File: src/rtl/trng_sample_ctrl.sv
// trng_sample_ctrl: sequences the ring-oscillator entropy source.
// Enables the oscillator, waits out warm-up, samples the synchronized raw
// bit at a fixed divider rate, runs a repetition-count health test, applies
// von Neumann debiasing and packs the surviving bits LSB-first into bytes
// that leave through a valid/ready output register.
module trng_sample_ctrl #(
  parameter int WARMUP_CYCLES = 64,
  parameter int SAMPLE_DIV    = 4,
  parameter int REP_LIMIT     = 16
) (
  input  logic       clk,
  input  logic       rst_n,
  input  logic       start,
  input  logic       stop,
  input  logic       ro_bit,
  output logic       ro_en,
  output logic [7:0] byte_out,
  output logic       byte_valid,
  input  logic       byte_ready,
  output logic       health_fail,
  output logic [1:0] state_out
);

  localparam int WARM_W = $clog2(WARMUP_CYCLES + 1);
  localparam int DIV_W  = $clog2(SAMPLE_DIV);
  localparam int REP_W  = $clog2(REP_LIMIT + 1);

  localparam logic [WARM_W-1:0] WARM_LAST = WARM_W'(WARMUP_CYCLES - 1);
  localparam logic [DIV_W-1:0]  DIV_LAST  = DIV_W'(SAMPLE_DIV - 1);
  localparam logic [REP_W-1:0]  REP_MAX   = REP_W'(REP_LIMIT);

  typedef enum logic [1:0] {
    IDLE   = 2'd0,
    WARMUP = 2'd1,
    RUN    = 2'd2,
    FAULT  = 2'd3
  } state_t;

  state_t            state;
  logic              sync_meta;
  logic              raw;
  logic [WARM_W-1:0] warm_cnt;
  logic [DIV_W-1:0]  div_cnt;
  logic [REP_W-1:0]  rep_cnt;
  logic              last_sample;
  logic              pair_phase;
  logic              pair_first;
  logic [7:0]        pack_sr;
  logic [3:0]        pack_cnt;

  logic              run_entry;
  logic              fault_entry;
  logic              abort;
  logic              tick;
  logic              emit;
  logic              handshake;
  logic              out_free;
  logic              pack_full;
  logic              transfer;
  logic [REP_W-1:0]  rep_next;

  assign state_out = state;

  // Decode the per-cycle events that steer the sampling datapath and packer.
  // The triggering sample of a repetition fault never contributes a bit.
  always_comb begin
    run_entry   = (state == WARMUP) && !stop && (warm_cnt == WARM_LAST);
    fault_entry = (state == RUN) && !stop && (rep_cnt == REP_MAX);
    abort       = stop && ((state == WARMUP) || (state == RUN));
    tick        = (state == RUN) && !stop && (div_cnt == DIV_LAST);
    rep_next    = ((rep_cnt == '0) || (raw != last_sample)) ? REP_W'(1)
                                                            : rep_cnt + REP_W'(1);
    emit        = tick && pair_phase && (pair_first != raw) && (rep_next != REP_MAX);
    handshake   = byte_valid && byte_ready;
    out_free    = !byte_valid || byte_ready;
    pack_full   = (pack_cnt == 4'd8);
    transfer    = pack_full && out_free && !abort && !fault_entry;
  end

  // Two-flop synchronizer for the asynchronous oscillator bit, always clocked.
  always_ff @(posedge clk or negedge rst_n) begin
    if (!rst_n) begin
      sync_meta <= 1'b0;
      raw       <= 1'b0;
    end else begin
      sync_meta <= ro_bit;
      raw       <= sync_meta;
    end
  end

  // Run-control FSM with registered oscillator enable and fault flag.
  always_ff @(posedge clk or negedge rst_n) begin
    if (!rst_n) begin
      state       <= IDLE;
      warm_cnt    <= '0;
      ro_en       <= 1'b0;
      health_fail <= 1'b0;
    end else begin
      case (state)
        IDLE: begin
          if (!stop && start) begin
            state    <= WARMUP;
            warm_cnt <= '0;
            ro_en    <= 1'b1;
          end
        end
        WARMUP: begin
          if (stop) begin
            state <= IDLE;
            ro_en <= 1'b0;
          end else if (warm_cnt == WARM_LAST) begin
            state <= RUN;
          end else begin
            warm_cnt <= warm_cnt + WARM_W'(1);
          end
        end
        RUN: begin
          if (stop) begin
            state <= IDLE;
            ro_en <= 1'b0;
          end else if (rep_cnt == REP_MAX) begin
            state       <= FAULT;
            ro_en       <= 1'b0;
            health_fail <= 1'b1;
          end
        end
        FAULT: begin
          if (stop) begin
            state       <= IDLE;
            health_fail <= 1'b0;
          end
        end
        default: begin
          state <= IDLE;
          ro_en <= 1'b0;
        end
      endcase
    end
  end

  // Sample divider, repetition counter and von Neumann pair tracking.
  always_ff @(posedge clk or negedge rst_n) begin
    if (!rst_n) begin
      div_cnt     <= '0;
      rep_cnt     <= '0;
      last_sample <= 1'b0;
      pair_phase  <= 1'b0;
      pair_first  <= 1'b0;
    end else if (run_entry) begin
      div_cnt    <= '0;
      rep_cnt    <= '0;
      pair_phase <= 1'b0;
    end else if (abort) begin
      pair_phase <= 1'b0;
    end else if (state == RUN) begin
      div_cnt <= (div_cnt == DIV_LAST) ? '0 : div_cnt + DIV_W'(1);
      if (tick) begin
        rep_cnt     <= rep_next;
        last_sample <= raw;
        if (pair_phase) begin
          pair_phase <= 1'b0;
        end else begin
          pair_phase <= 1'b1;
          pair_first <= raw;
        end
      end
    end
  end

  // LSB-first packer; a bit arriving on the edge that empties it starts the next byte.
  always_ff @(posedge clk or negedge rst_n) begin
    if (!rst_n) begin
      pack_sr  <= 8'h00;
      pack_cnt <= 4'd0;
    end else if (abort || fault_entry) begin
      pack_sr  <= 8'h00;
      pack_cnt <= 4'd0;
    end else if (transfer) begin
      if (emit) begin
        pack_sr  <= {pair_first, 7'b0};
        pack_cnt <= 4'd1;
      end else begin
        pack_sr  <= 8'h00;
        pack_cnt <= 4'd0;
      end
    end else if (emit && !pack_full) begin
      pack_sr  <= {pair_first, pack_sr[7:1]};
      pack_cnt <= pack_cnt + 4'd1;
    end
  end

  // Output register: loaded only from the packer, dropped on a fault.
  always_ff @(posedge clk or negedge rst_n) begin
    if (!rst_n) begin
      byte_out   <= 8'h00;
      byte_valid <= 1'b0;
    end else if (fault_entry) begin
      byte_valid <= 1'b0;
    end else if (transfer) begin
      byte_out   <= pack_sr;
      byte_valid <= 1'b1;
    end else if (handshake) begin
      byte_valid <= 1'b0;
    end
  end

endmodule
File: config.mk
export PLATFORM = sky130hd
export DESIGN_NAME = trng_sample_ctrl
export DESIGN_NICKNAME = d
export VERILOG_FILES = /design/src/rtl/trng_sample_ctrl.sv
export SDC_FILE = /design/constraint.sdc
export NUM_CORES = 1
export LEC_CHECK = 0
export ABC_AREA = 1
export BUFFER_PORTS_ARGS = -buffer_cell sky130_fd_sc_hd__buf_2
export CORE_MARGIN = 3
export CORE_UTILIZATION = 25
export CTS_BUF_LIST = sky130_fd_sc_hd__clkbuf_16
export DETAILED_ROUTE_END_ITERATION = 6
export PLACE_DENSITY_LB_ADDON = 0.12
export SLEW_MARGIN = 20
export SYNTH_ARGS = -nofsm -noshare
export SYNTH_HDL_FRONTEND = slang
export SYNTH_SLANG_ARGS = --single-unit
File: constraint.sdc
create_clock -name clk -period 3.3 [get_ports clk]
set_clock_uncertainty 0.2 [all_clocks]
set_input_delay 0.165 -clock clk [delete_from_list [all_inputs] [get_ports clk]]
set_output_delay 0.165 -clock clk [all_outputs]
set_load 0.005 [all_outputs]
Word level (Yosys, flattened, before mapping)
Cells that the tools add are included.
Word-level totals
  register bits: 44
  latch bits: 0
  RAM bits: 0
  ROM bits: 0
  input port bits: 6
  output and inout port bits: 13
  word-level logic and storage cells: 132
  memories: 0
Cells by class
  add/sub/neg operators: 4
  multipliers: 0
  div/mod/pow operators: 0
  order comparisons: 0
  eq/ne operators: 20
  shift operators: 0
  multiplexer cells: 44
  bitwise gates (word level): 4
  reduce and logical (&&, ||, !) cells: 45
Operator list (count)
  $mux W8: 4
  $mux W5: 5
  $mux W7: 3
  $mux W2: 10
  $reduce_and A4 Y1: 5
  $logic_and A1 B1 Y1: 15
  $mux W1: 15
  $reduce_bool A3 Y1: 5
  $ne A2 B2 Y1 const B: 7
  $pmux W7 S2: 1
  $mux W4: 3
  $pmux W2 S4: 1
  $reduce_bool A2 Y1: 4
  $add A7 B1 Y7 const B: 1
  $eq A7 B6 Y1 const B: 1
  $eq A2 B2 Y1 const B: 3
  $reduce_and A2 Y1: 3
  $add A5 B1 Y5 const B: 1
  $eq A5 B5 Y1 const B: 1
  $logic_not A1 Y1: 5
  $logic_not A5 Y1: 1
  $ne A5 B5 Y1 const B: 1
  $reduce_and A5 Y1: 1
  $add A4 B1 Y4 const B: 1
  13 further kinds: 20

Depth between registers and ports, before layout
  word-level depth: 10
  mapped depth: 12
  mapped depth without buffers: 12

Least setup slack after synthesis
No wires, ideal clock.
  path type: reg-to-reg
  from: reg state[0] (netlist: state_out[0])
  to: reg pack_sr[1]
  setup time: 0.116 ns
  arrival: 1.550 ns
  data required time: 2.984 ns
  setup slack: 1.434 ns
  stages on the path, launching flop included: 11
  buffers on the path: 1
  clock period less this slack: 1.866 ns
  cells stage by stage: dfrtp_1 > inv_1 > ha_1 > inv_1 > nor2_4 > nand2_2 > a211oi_4 > nand3_4 > buf_6 > o21ai_2 > inv_1
On the way
  cells in the longest elaborated chain, start to end: 8
  elaborated cells on any way between the ends: 19
  classes of those cells: eq/ne (2); mux (2); reduce/logical (15)
RTL lines
  from (decl): line 39  | state_t state;
  from (signal assigned): line 94  | state <= IDLE;
  from (signal assigned): line 102  | state <= WARMUP;
  from (signal assigned): line 109  | state <= IDLE;
  $eq A2 B1 Y1 / $eq A2 B2 Y1 (equally long branches): line 69, 68, 70
  $logic_or A1 B1 Y1 / $logic_and A1 B1 Y1 (equally long branches): line 69, 68, 70
  $logic_and A1 B1 Y1, on equally long branches: line 69, 70
  $logic_not A1 Y1 / $logic_and A1 B1 Y1 (equally long branches): line 77, 73
  $logic_and A1 B1 Y1, on equally long branches (2 in series): line 77, 73
  $mux W8 / $logic_and A1 B1 Y1 (equally long branches): line 178, 186
  $mux W8 / $reduce_bool A3 Y1 (equally long branches)
  to (signal assigned): line 180  | pack_sr <= {pair_first, 7'b0};
  to (signal assigned): line 187  | pack_sr <= {pair_first, pack_sr[7:1]};
  to (decl): line 48  | logic [7:0] pack_sr;
Several ways; a longest one is shown, not always the timed one.
A chain may end at the register's enable or synchronous reset.

Final worst setup path
  from: reg state[0] (netlist: state_out[0])
  to: reg pack_cnt[0]
On the way
  cells in the longest elaborated chain, start to end: 9
  elaborated cells on any way between the ends: 20
  classes of those cells: eq/ne (2); mux (3); reduce/logical (15)
RTL lines
  $eq A2 B2 Y1: line 68, 69, 70
  $logic_and A1 B1 Y1: line 68, 70
  $logic_and A1 B1 Y1: line 70  | tick = (state == RUN) && !stop && (div_cnt == DIV_LAST);
  $logic_and A1 B1 Y1 (3 in series): line 73  | emit = tick && pair_phase && (pair_first != raw) && (rep_next != REP_MAX);
  $mux W1: line 179  | if (emit) begin
  $mux W4: line 178  | end else if (transfer) begin
  $mux W4: line 175  | end else if (abort || fault_entry) begin
  to (signal assigned): line 188  | pack_cnt <= pack_cnt + 4'd1;
  to (decl): line 49  | logic [3:0] pack_cnt;
Several ways; a longest one is shown, not always the timed one.

==> results.yml <==
clocking:
  clkTransAtPathRegs_ps: 60
  tritoncts_clock_tree: "built"
  post_cts_resized: 0
  cts-buffers-inserted: 5
  cts_hold_buf: 3
  cts_root_buf: "clkbuf_16"
  post_cts.repair.setup_buffers: 0
  cts.sink_count: 44
  clockBufferDepth: 2
  worstSkewPairLatency_ps: 280
  cts.htree.levels: 2
routing:
  wl_um: 5100
  route.detailed.drc: 0
  detailroute.via_count: 1863
  routedWlPerCell_um: 11.1
  drt_first_pass_iters: 4
  drt_first_iter_violations: 102
  avgViaCountPerCell: 4.07
  antenna_violating_nets_post_route: 0
logic_synthesis:
  postSynthNetCount: 322
  synth_seq_area_share_pct: 46.1
  netlist_area_sq_um: 2390
  synth_cell_type_count: 33
  synth.avg_cell_area_sq_um: 7.80
  leading_register_cell_type_out_of_synthesis: "dfrtp_1"
  postSynth.asyncResetShare_pct: 100
  synth_enable_flop_cells: 0
  synthesis_warnings: 0
  post_synth_inst_count: 306
  ys_ff_latch: 44
cells_and_area:
  seq_area_sq_um: 1100
  multiInputGateArea_sq_um: 1070
  stdcell_area_sq_um: 2800
  layout_cell_share_with_drive_strength_beyond_1_pct: 12.8
  antenna_cells_inserted: 0
  post_layout_nonfiller_instances: 458
  layout-area-overhead-vs-synth_pct: 17.1
  fillers: 987
  final_net_count: 346
pwr:
  switching_power_mw: 0.694
  clkPwrFrac_pct: 28.7
  share_of_total_power_in_sequential_cells_pct: 38.0
  power_frac_comb_pct: 33.3
  internal_power_mw: 1.21
  power.density_nw_per_um2: 680
  report.power.total_mw: 1.90
  ir_worst_vdd_v: 0.000214
  cellLeakagePower_nw: 1.51
  p_sw_share_pct: 36.5
sta:
  rsz0062_at_grt: "false"
  timing.final.crit_share_pct: 73.8
  final_report_hold_violation_count: 0
  timing.setup.tns_ps: 0
  tightest_slew_margin_relative_to_the_limit_pct: 61.1
  tightestPinTransition_ps: 583
  final_period_minus_worst_setup_slack_ps: 2440
  clock.fmax_mhz: 411
  final_worst_path_setup_slack_ps: 864
  report.final.setup_viol: 0
  report.final.slew_viol_count: 0
worst_setup_path:
  timing.critical_path.arrival_ps: 2410
  worstReg2RegEnd: "pack_cnt[0]"
  setup.worst_path.start_class: "flop"
  critical_path.endpoint_type: "flop"
  regToRegSetupSlack_ps: 860
  critical_path_required_ps: 3270
  critPathMaxFanout: 13
  worst-setup-path-type: "reg2reg"
  timing.rr.start: "state_out[0]"
  worst-r2r-cell-count: 11
  cp-startpoint: "state_out[0]"
die:
  die_h_um: 104
  die_w_um: 104
  initial_utilization_pct: 25.8
  row_count: 35
  ioPinCount: 19
  die_area_sq_um: 10800
  core_area_sq_um: 9240
placed_design:
  placed_area_sq_um: 2610
  place_inst: 449
  dp_worst_setup_slack_ps: 822
  gp_congestion: 0.757
  place.detailed.hpwl_um: 3700
  io_buffer_count: 18
global_route:
  grt_first_pass_wirelength_um: 8970
  overflow: 0
  grt_max_degree: 45
  grt_antenna_before_repair: 0
  grt_util_all_layers_pct: 10.2
  first_global_vias: 1898
hold_path:
  holdPathStages: 4
  worstHoldPathType: "in2reg"
  hold_end: "byte_valid"
  worst_hold_startpoint: "byte_ready"
job:
  cap_violations: 0
run_status:
  run_status: "finished clean"
kinds of logic after synthesis:
| logic type | Yosys count | synth area share, % |
|---|---|---|
| and+or+nand+nor | 166 | 30.3 |
| buffers and inverters | 53 | 9.01 |
| DFF | 44 | 46.1 |
| AOI/OAI and AO/OA | 29 | 7.81 |
| adders and majority gates | 10 | 5.24 |
| xor gates and xnor gates | 4 | 1.47 |
worst max path at each step:
stage                       end  slack, ps  cells after the start
CTS                 pack_cnt[0]        800                     11
global route        pack_cnt[0]        540                     11
global placement    pack_cnt[0]        940                     11
floorplan            pack_sr[1]       1430                     10
detailed placement  pack_cnt[0]        820                     11
finish              pack_cnt[0]        860                     11
Yosys cell counts (4+ instances only):
cell,instances,share of area [%]
dfrtp_1,44,46
ha_1,10,5.2
inv_1,44,6.9
inv_2,4,0.63
nand2_1,106,17
nand3_1,22,4.6
nand4_1,4,1.0
nor2_1,17,2.7
nor3_1,4,0.84
o21ai_0,16,3.4
o22ai_1,4,1.0
xor2_1,4,1.5
metal layers:
layer	vias to the layer above	routed length, um	part of all wire (%)	track usage [%]
met2	16	2260	44	16.1
met3	4	112	2.2	2.12
li1	1001	-	-	-
met5	-	0	0	0
met1	842	2670	52	13.9
met4	0	61	1.2	3.70
power groups by stage:
stage / Combinational [mW] / Sequential (mW) / Clock [mW]
after CTS: 0.644 / 0.725 / 0.567
final: 0.633 / 0.723 / 0.546
after floorplan: 0.510 / 0.705 / 0
after detailed placement: 0.635 / 0.737 / 0
after global routing: 0.745 / 0.740 / 0.586
after global placement: 0.644 / 0.733 / 0
metrics by stage:
step           utilization (%)  hold WS (ps)
6_report                  30.3           138
5_1_grt                   30.3           156
4_1_cts                   30.2           125
3_5_place_dp              28.2          74.4
3_3_place_gp              28.2          74.1
2_1_floorplan                -          -331
registers in the layout, indices dropped and copies added (netlist names), 2 cells and up:
signal	flops
warm_cnt	7
pack_sr	8
pack_cnt	4
state_out	2
rep_cnt	5
div_cnt	2
byte_out	8
critical path, stage by stage (launching register included):
cell and delay [ps]:
dfrtp_1 410, inv_1 100, ha_1 150, inv_1 80
nor2_4 140, nand3_1 140, nand4_1 400, clkinv_1 390
nand3_1 160, nand2_1 60, nand2_1 50, nand2_1 50
cell usage in the layout (no fill, tap or decap), types with 2 or more instances in the layout:
master / count
o21ai_0: 16
nor2_2: 2
nor2_1: 17
inv_1: 44
or2_2: 2
o21ai_2: 3
dfrtp_1: 44
inv_2: 4
dlygate4sd3_1: 3
nand2_2: 2
clkbuf_16: 5
buf_2: 17
ha_1: 10
o22ai_1: 4
nand3_1: 22
nand4_1: 4
xor2_1: 4
nor3_1: 4
nand2_1: 106
final cells by class:
class | count | area share, %
Clock buffer | 5 | 4.48
Clock inverter | 1 | 1.07
Timing Repair Buffer | 21 | 4.39
Tap cell | 129 | 5.77
Multi-Input combinational cell | 209 | 38.3
Inverter | 49 | 6.58
Sequential cell | 44 | 39.4
No activity file was read; power rests on OpenSTA's default activity.
